`config.mk`:
```
export PLATFORM = sky130hd
export DESIGN_NAME = regfile_mp
export DESIGN_NICKNAME = d
export VERILOG_FILES = /design/src/rtl/regfile_mp.sv
export SDC_FILE = /design/constraint.sdc
export NUM_CORES = 2
export LEC_CHECK = 0
export CAP_MARGIN = 20
export CORE_MARGIN = 4
export CORE_UTILIZATION = 35
export CTS_CLUSTER_DIAMETER = 120
export DETAILED_ROUTE_END_ITERATION = 8
export REMOVE_ABC_BUFFERS = 1
export SYNTH_ARGS = -nofsm -noshare
export SYNTH_HDL_FRONTEND = slang
export SYNTH_SLANG_ARGS = --single-unit
```
`constraint.sdc`:
```
create_clock -name clk -period 7.3 [get_ports clk]
set_clock_uncertainty 0.15 [all_clocks]
set_input_delay 1.46 -clock clk [delete_from_list [all_inputs] [get_ports clk]]
set_output_delay 1.46 -clock clk [all_outputs]
set_load 0.03 [all_outputs]
```
`src/rtl/regfile_mp.sv`:
```
// Multi-port register file with an initialisation sweep and per-register
// pending (scoreboard) bits. It has two write ports, NUM_RD combinational
// read ports and same-cycle write-to-read forwarding.
module regfile_mp #(
    parameter int DATA_W  = 32,
    parameter int ADDR_W  = 5,
    parameter int NUM_RD  = 2,
    parameter int ZERO_R0 = 1
) (
    input  logic                       clk,
    input  logic                       rst,
    input  logic                       we0,
    input  logic [ADDR_W-1:0]          waddr0,
    input  logic [DATA_W-1:0]          wdata0,
    input  logic                       we1,
    input  logic [ADDR_W-1:0]          waddr1,
    input  logic [DATA_W-1:0]          wdata1,
    input  logic [NUM_RD-1:0]          re,
    input  logic [NUM_RD*ADDR_W-1:0]   raddr,
    output logic [NUM_RD*DATA_W-1:0]   rdata,
    input  logic                       iss_valid,
    input  logic [ADDR_W-1:0]          iss_addr,
    output logic [NUM_RD-1:0]          busy,
    output logic                       ready
);

    localparam int DEPTH = 1 << ADDR_W;

    typedef enum logic {INIT, RUN} state_t;

    state_t              state;
    logic [ADDR_W-1:0]   cnt;
    logic                ready_q;
    logic [DATA_W-1:0]   mem [DEPTH];
    logic [DEPTH-1:0]    pending;

    logic                run;
    logic                wr0, wr1, iss_ok;
    logic [ADDR_W-1:0]   ra;
    logic [DATA_W-1:0]   rd;
    logic                hit0, hit1;

    // rst is synchronous, but outputs must read as "not ready" while it is held,
    // so the registered ready flag is masked by the live reset.
    assign run    = ready_q & ~rst;
    assign ready  = run;
    assign wr0    = run & we0 & ~((ZERO_R0 != 0) && (waddr0 == '0));
    assign wr1    = run & we1 & ~((ZERO_R0 != 0) && (waddr1 == '0));
    assign iss_ok = run & iss_valid & ~((ZERO_R0 != 0) && (iss_addr == '0));

    // Sequencing FSM: sweep every address once in INIT, then stay in RUN.
    always_ff @(posedge clk) begin
        if (rst) begin
            state   <= INIT;
            cnt     <= '0;
            ready_q <= 1'b0;
        end else if (state == INIT) begin
            cnt <= cnt + ADDR_W'(1);
            if (cnt == '1) begin
                state   <= RUN;
                ready_q <= 1'b1;
            end
        end
    end

    // Storage and pending bits: INIT zeroes one entry per cycle; in RUN port 1
    // is applied after port 0 so it wins, and issue is applied after the clears
    // so a same-cycle set survives.
    always_ff @(posedge clk) begin
        if (state == INIT) begin
            mem[cnt]     <= '0;
            pending[cnt] <= 1'b0;
        end else begin
            if (wr0) mem[waddr0] <= wdata0;
            if (wr1) mem[waddr1] <= wdata1;
            if (wr0) pending[waddr0] <= 1'b0;
            if (wr1) pending[waddr1] <= 1'b0;
            if (iss_ok) pending[iss_addr] <= 1'b1;
        end
    end

    // Read ports: zero register, then forwarding (port 1 first), then storage.
    always_comb begin
        rdata = '0;
        busy  = '0;
        ra    = '0;
        rd    = '0;
        hit0  = 1'b0;
        hit1  = 1'b0;
        for (int unsigned i = 0; i < unsigned'(NUM_RD); i++) begin
            ra   = raddr[i*ADDR_W +: ADDR_W];
            hit1 = we1 && (waddr1 == ra);
            hit0 = we0 && (waddr0 == ra);
            if (!run) begin
                busy[i] = 1'b1;
            end else if (re[i]) begin
                if ((ZERO_R0 != 0) && (ra == '0))
                    rd = '0;
                else if (hit1)
                    rd = wdata1;
                else if (hit0)
                    rd = wdata0;
                else
                    rd = mem[ra];
                rdata[i*DATA_W +: DATA_W] = rd;
                busy[i] = pending[ra] & ~hit0 & ~hit1;
            end
        end
    end

endmodule
```
### Word level (Yosys, flattened, before mapping)

Memory sizes are Yosys's and may differ from the RTL's.
Cells that the tools add are included.

* flip-flop bits (word level): 39
* memory bits (writable): 1024
* input bits: 96
* output and inout bits: 67
* word-level logic and storage cells: 107
* memories kept: 1

* $add $sub $neg: 1
* order comparisons: 10
* equal/unequal tests: 5
* muxes and demuxes: 44
* bitwise gates (word level): 27
* reductions and logical operators: 15

Memories
* mem: words 32, width 32, rd ports 2, clocked after memory_dff 0, wr ports 2, RTL line 34 `logic [DATA_W-1:0] mem [DEPTH];`

Operators with widths (number)
* $mux W32: 17
* $and A32 B32 Y32: 3
* $not A32 Y32: 3
* $lt A5 B6 Y1 const B: 6
* $or A32 B32 Y32: 1
* $reduce_or A32 Y1: 1
* $logic_not A5 Y1: 5
* $demux W1 S5: 4
* $eq A5 B5 Y1: 4
* $ge A5 B1 Y1 const B: 4
* $mux W1: 20
* $and A1 B1 Y1: 11
* $bmux W1 S5: 2
* $not A1 Y1: 9
* $logic_and A1 B1 Y1: 8
* $add A5 B1 Y5 const B: 1
* $eq A5 B5 Y1 const B: 1
* $mux W5: 1
* $reduce_and A2 Y1: 1

### Logic depth before layout (Yosys ltp)

* depth in word-level cells: 14
* depth in mapped cells: 11
* gate-level depth less buffers: 7

### Worst setup path before layout

OpenSTA, ideal clock, no wires.

* path kind: input port to flip-flop
* start: input port rst
* end: memory mem[13][0] (enable)
* setup time: 466 ps
* arrival time: 5172 ps
* required time: 6684 ps
* path slack: 1512 ps
* stages: 6
* path buffers: 1
* path through: clkbuf_1 -> and3b_1 -> nand2_1 -> nor3b_1 -> a31oi_1 -> o21ai_0

RTL lines
* start: declaration: RTL line 11 `input logic rst,`
* end: declaration: RTL line 34

### Worst setup path after layout

* start: input port raddr[1]
* end: output port rdata[6]

* cells in the longest elaborated chain, start to end: 7
* elaborated cells between the ends (all ways): 11
* classes of those cells: eq/ne (2); mux (5); reduce/logical (3); memory (1)

Ends and longest elaborated chain
* start: declaration: RTL line 19 `input logic [NUM_RD*ADDR_W-1:0] raddr,`
* parallel branches: the longest is 4 deep, another holds $mem_v2 Z32 W32
* $mux W32 *: RTL line 97 `if ((ZERO_R0 != 0) && (ra == '0))`
* $mux W32 *: RTL line 96 `end else if (re[i]) begin`
* $mux W32 *: RTL line 94 `if (!run) begin`
* end: declaration: RTL line 20 `output logic [NUM_RD*DATA_W-1:0] rdata,`

Mark *: on every way between the ends.

==> metrics.yaml <==
outcome: "complete, but fails checks"
violations: "DRC"
max_freq_ghz: 0.1511
syn_area_um2: 61950
fin_crit_ns: 6.618
tightest_slew_ns: 1.216
cts.htree.levels: 3
critPathRequiredTime_ns: 5.69
die_x_um: 428.7
dieArea_um2: 183800
synth_simple_gate_area_share_pct: 8.905
grt_first_pass_wirelength_mm: 347.2
relSlewSlack_pct: 18.94
drtIter0Drc: 8345
cts-root-buf: "clkbuf_16"
postSynthCellCount: 5182
place_hpwl_mm: 139.9
synth_top_family_by_area: "multiplexers"
hold_viol_final: 0
cp_top_family: "buffers and inverters"
synth_seq_area_share_pct: 50.90
io_pins: 163
crit_path_cell_trace: "clkdlybuf4s50_1 -> buf_4 -> xor2_1 -> nor3_1 -> nand3_1 -> o21ai_4 -> o22ai_1 -> o21ai_1 -> clkdlybuf4s50_1"
firstDrtPassIters: 9
ir_drop_mv: 0.1807
crit_type: "in2out"
yosys-top-cells-area: "edfxtp_1 (50%), mux4_2 (20%), o21ai_0 (6.9%)"
worstSkewPairLatency_ns: 0.76
detail-route-antenna-nets: 0
clk_path_buf_depth: 3
cts_resized: 0
synth_xor_area_share_pct: 0.3252
synthMuxAreaShare_pct: 20.97
viasPerCell: 6.545
hold_buffers: 0
timing.critical_path.buf_inv: 3
grt.overflow.total: 0
rsz0062_at_grt: "no"
crit_path_start_kind: "primary input"
grt_use_total_pct: 26.26
dpl_cell_area_um2: 66470
globalplace.congestion: 0.8590
path_clk_slew_ns: 0.06
drv_cap: 0
fin_area_um2: 70030
drc: 1
wl_mm: 250.4
core-area_um2: 176100
synth-edff-count: 1024
yosysUniqueCellTypes: 54
syn2layout_area_growth_pct: 13.04
grt_pass1_vias: 46060
hp-class: "reg2reg"
chipHeight_um: 428.7
synth_seq_cells: 1063
slew_violations: 0
synth_most_common_cell: "nand2_1"
fin_crit_sh_pct: 90.66
post_cts_buffers: 0
yosysWarnings: 0
tritoncts: "done"
yosysTopAreaCell: "edfxtp_1"
synth_top_cell_area_share_pct: 49.64
arrival_ns: 5.01
grt_max_degree: 127
numCtsBuffers: 111
cp_max_fo: 15
cp_slowest_cell: "o21ai_4"
cp_slowest_stage_delay_ns: 0.96
clock-sinks: 1063
synth-async-reset-ratio_pct: 0
port_buffers: 162
synth_commonest_cells: "nand2_1 (1042), edfxtp_1 (1024), o21ai_0 (852), mux4_2 (560), clkbuf_1 (442)"
timing.setup.tns_ns: 0
finalNetCount: 5059
antenna_found_initial: 12
synth_adder_area_share_pct: 0.1010
ys.flop_type: "edfxtp_1"
synth-compound-area-share_pct: 13.99
cp_common_cell: "clkdlybuf4s50_1"
initial_core_util_pct: 35.17
total_power_mw: 13.45
drive_above_1_share_pct: 20.76
p_per_area_nw_per_um2: 192.1
end_kind: "output port"
setup_viol: 0
vias: 48410
wl_per_cell_um: 33.86
num_rows: 154
syn_avg_cell_area_um2: 11.95
p_leak_nw: 23.60
## registers in the layout (all words and copies together) (netlist names)
register  cells
state         1
mem        1024
ready_q       1
pending      32
cnt           5
## final timing paths
check | startpoint | end | slack, ns | cells past startpoint
setup / recovery | raddr[1] | rdata[6] | 0.68 | 9
hold / removal | pending[0] | pending[0] | 0.35 | 1
setup reg to reg | state | mem[23][15] | 3.06 | 7
hold reg to reg | pending[0] | pending[0] | 0.35 | 1
## layout make-up
type                       count  area, um2
fill                       16360     106100
sequential                  1063      31530
multi-input combinational   3419      28170
timing repair buffer         322       3701
tap                         2340       2928
clock buffer                 145       2905
clock inverter                63      625.6
inverter                      41      153.9
antenna                        4      10.01
## power breakdown
part	switching (mW)	leakage, nW	internal, mW
Clock	2.57	1.71	3.19
Combinational	0.611	10.2	0.382
Sequential	0.0364	11.7	6.66
## routing by layer
| layer | GRT usage [%] | share of wire, % | up-vias |
|---|---|---|---|
| met5 | 0 | 0.037 | - |
| met1 | 34.50 | 35 | 24000 |
| li1 | - | - | 19570 |
| met4 | 14.81 | 6.8 | 14 |
| met3 | 7.116 | 15 | 846 |
| met2 | 39.33 | 44 | 3988 |
## metrics by stage
stage                     hold WS (ns)  utilization [%]  setup slack (ns)  std cells
final                           0.3530            39.76            0.6815       7397
after global routing            0.3542            39.76            0.6475       7393
after CTS                       0.3477            39.75            0.7906       7392
after detailed placement        0.3396            37.74            0.7896       7184
after global placement          0.3206            37.71            0.7364       7180
after floorplan                 0.2874                -            -1.055       4523
## cells by family after synthesis
family / after synthesis
AOI/OAI and AO/OA: 1455
xor gates and xnor gates: 23
adders and majority gates: 5
buffers and inverters: 700
DFF: 1063
muxes: 598
and+or+nand+nor: 1338
## layout by cell type, fill, tap and decap left out, drive strengths merged, types with 49 or more instances in the layout
cell / count
nand2: 1042
edfxtp: 1024
o21ai: 917
mux4: 560
buf: 224
a22o: 160
clkbuf: 145
a22oi: 130
nand3: 125
clkdlybuf4s50: 98
a21oi: 93
nor2: 50
nor2b: 49
Power figures use the tool's default switching activity.
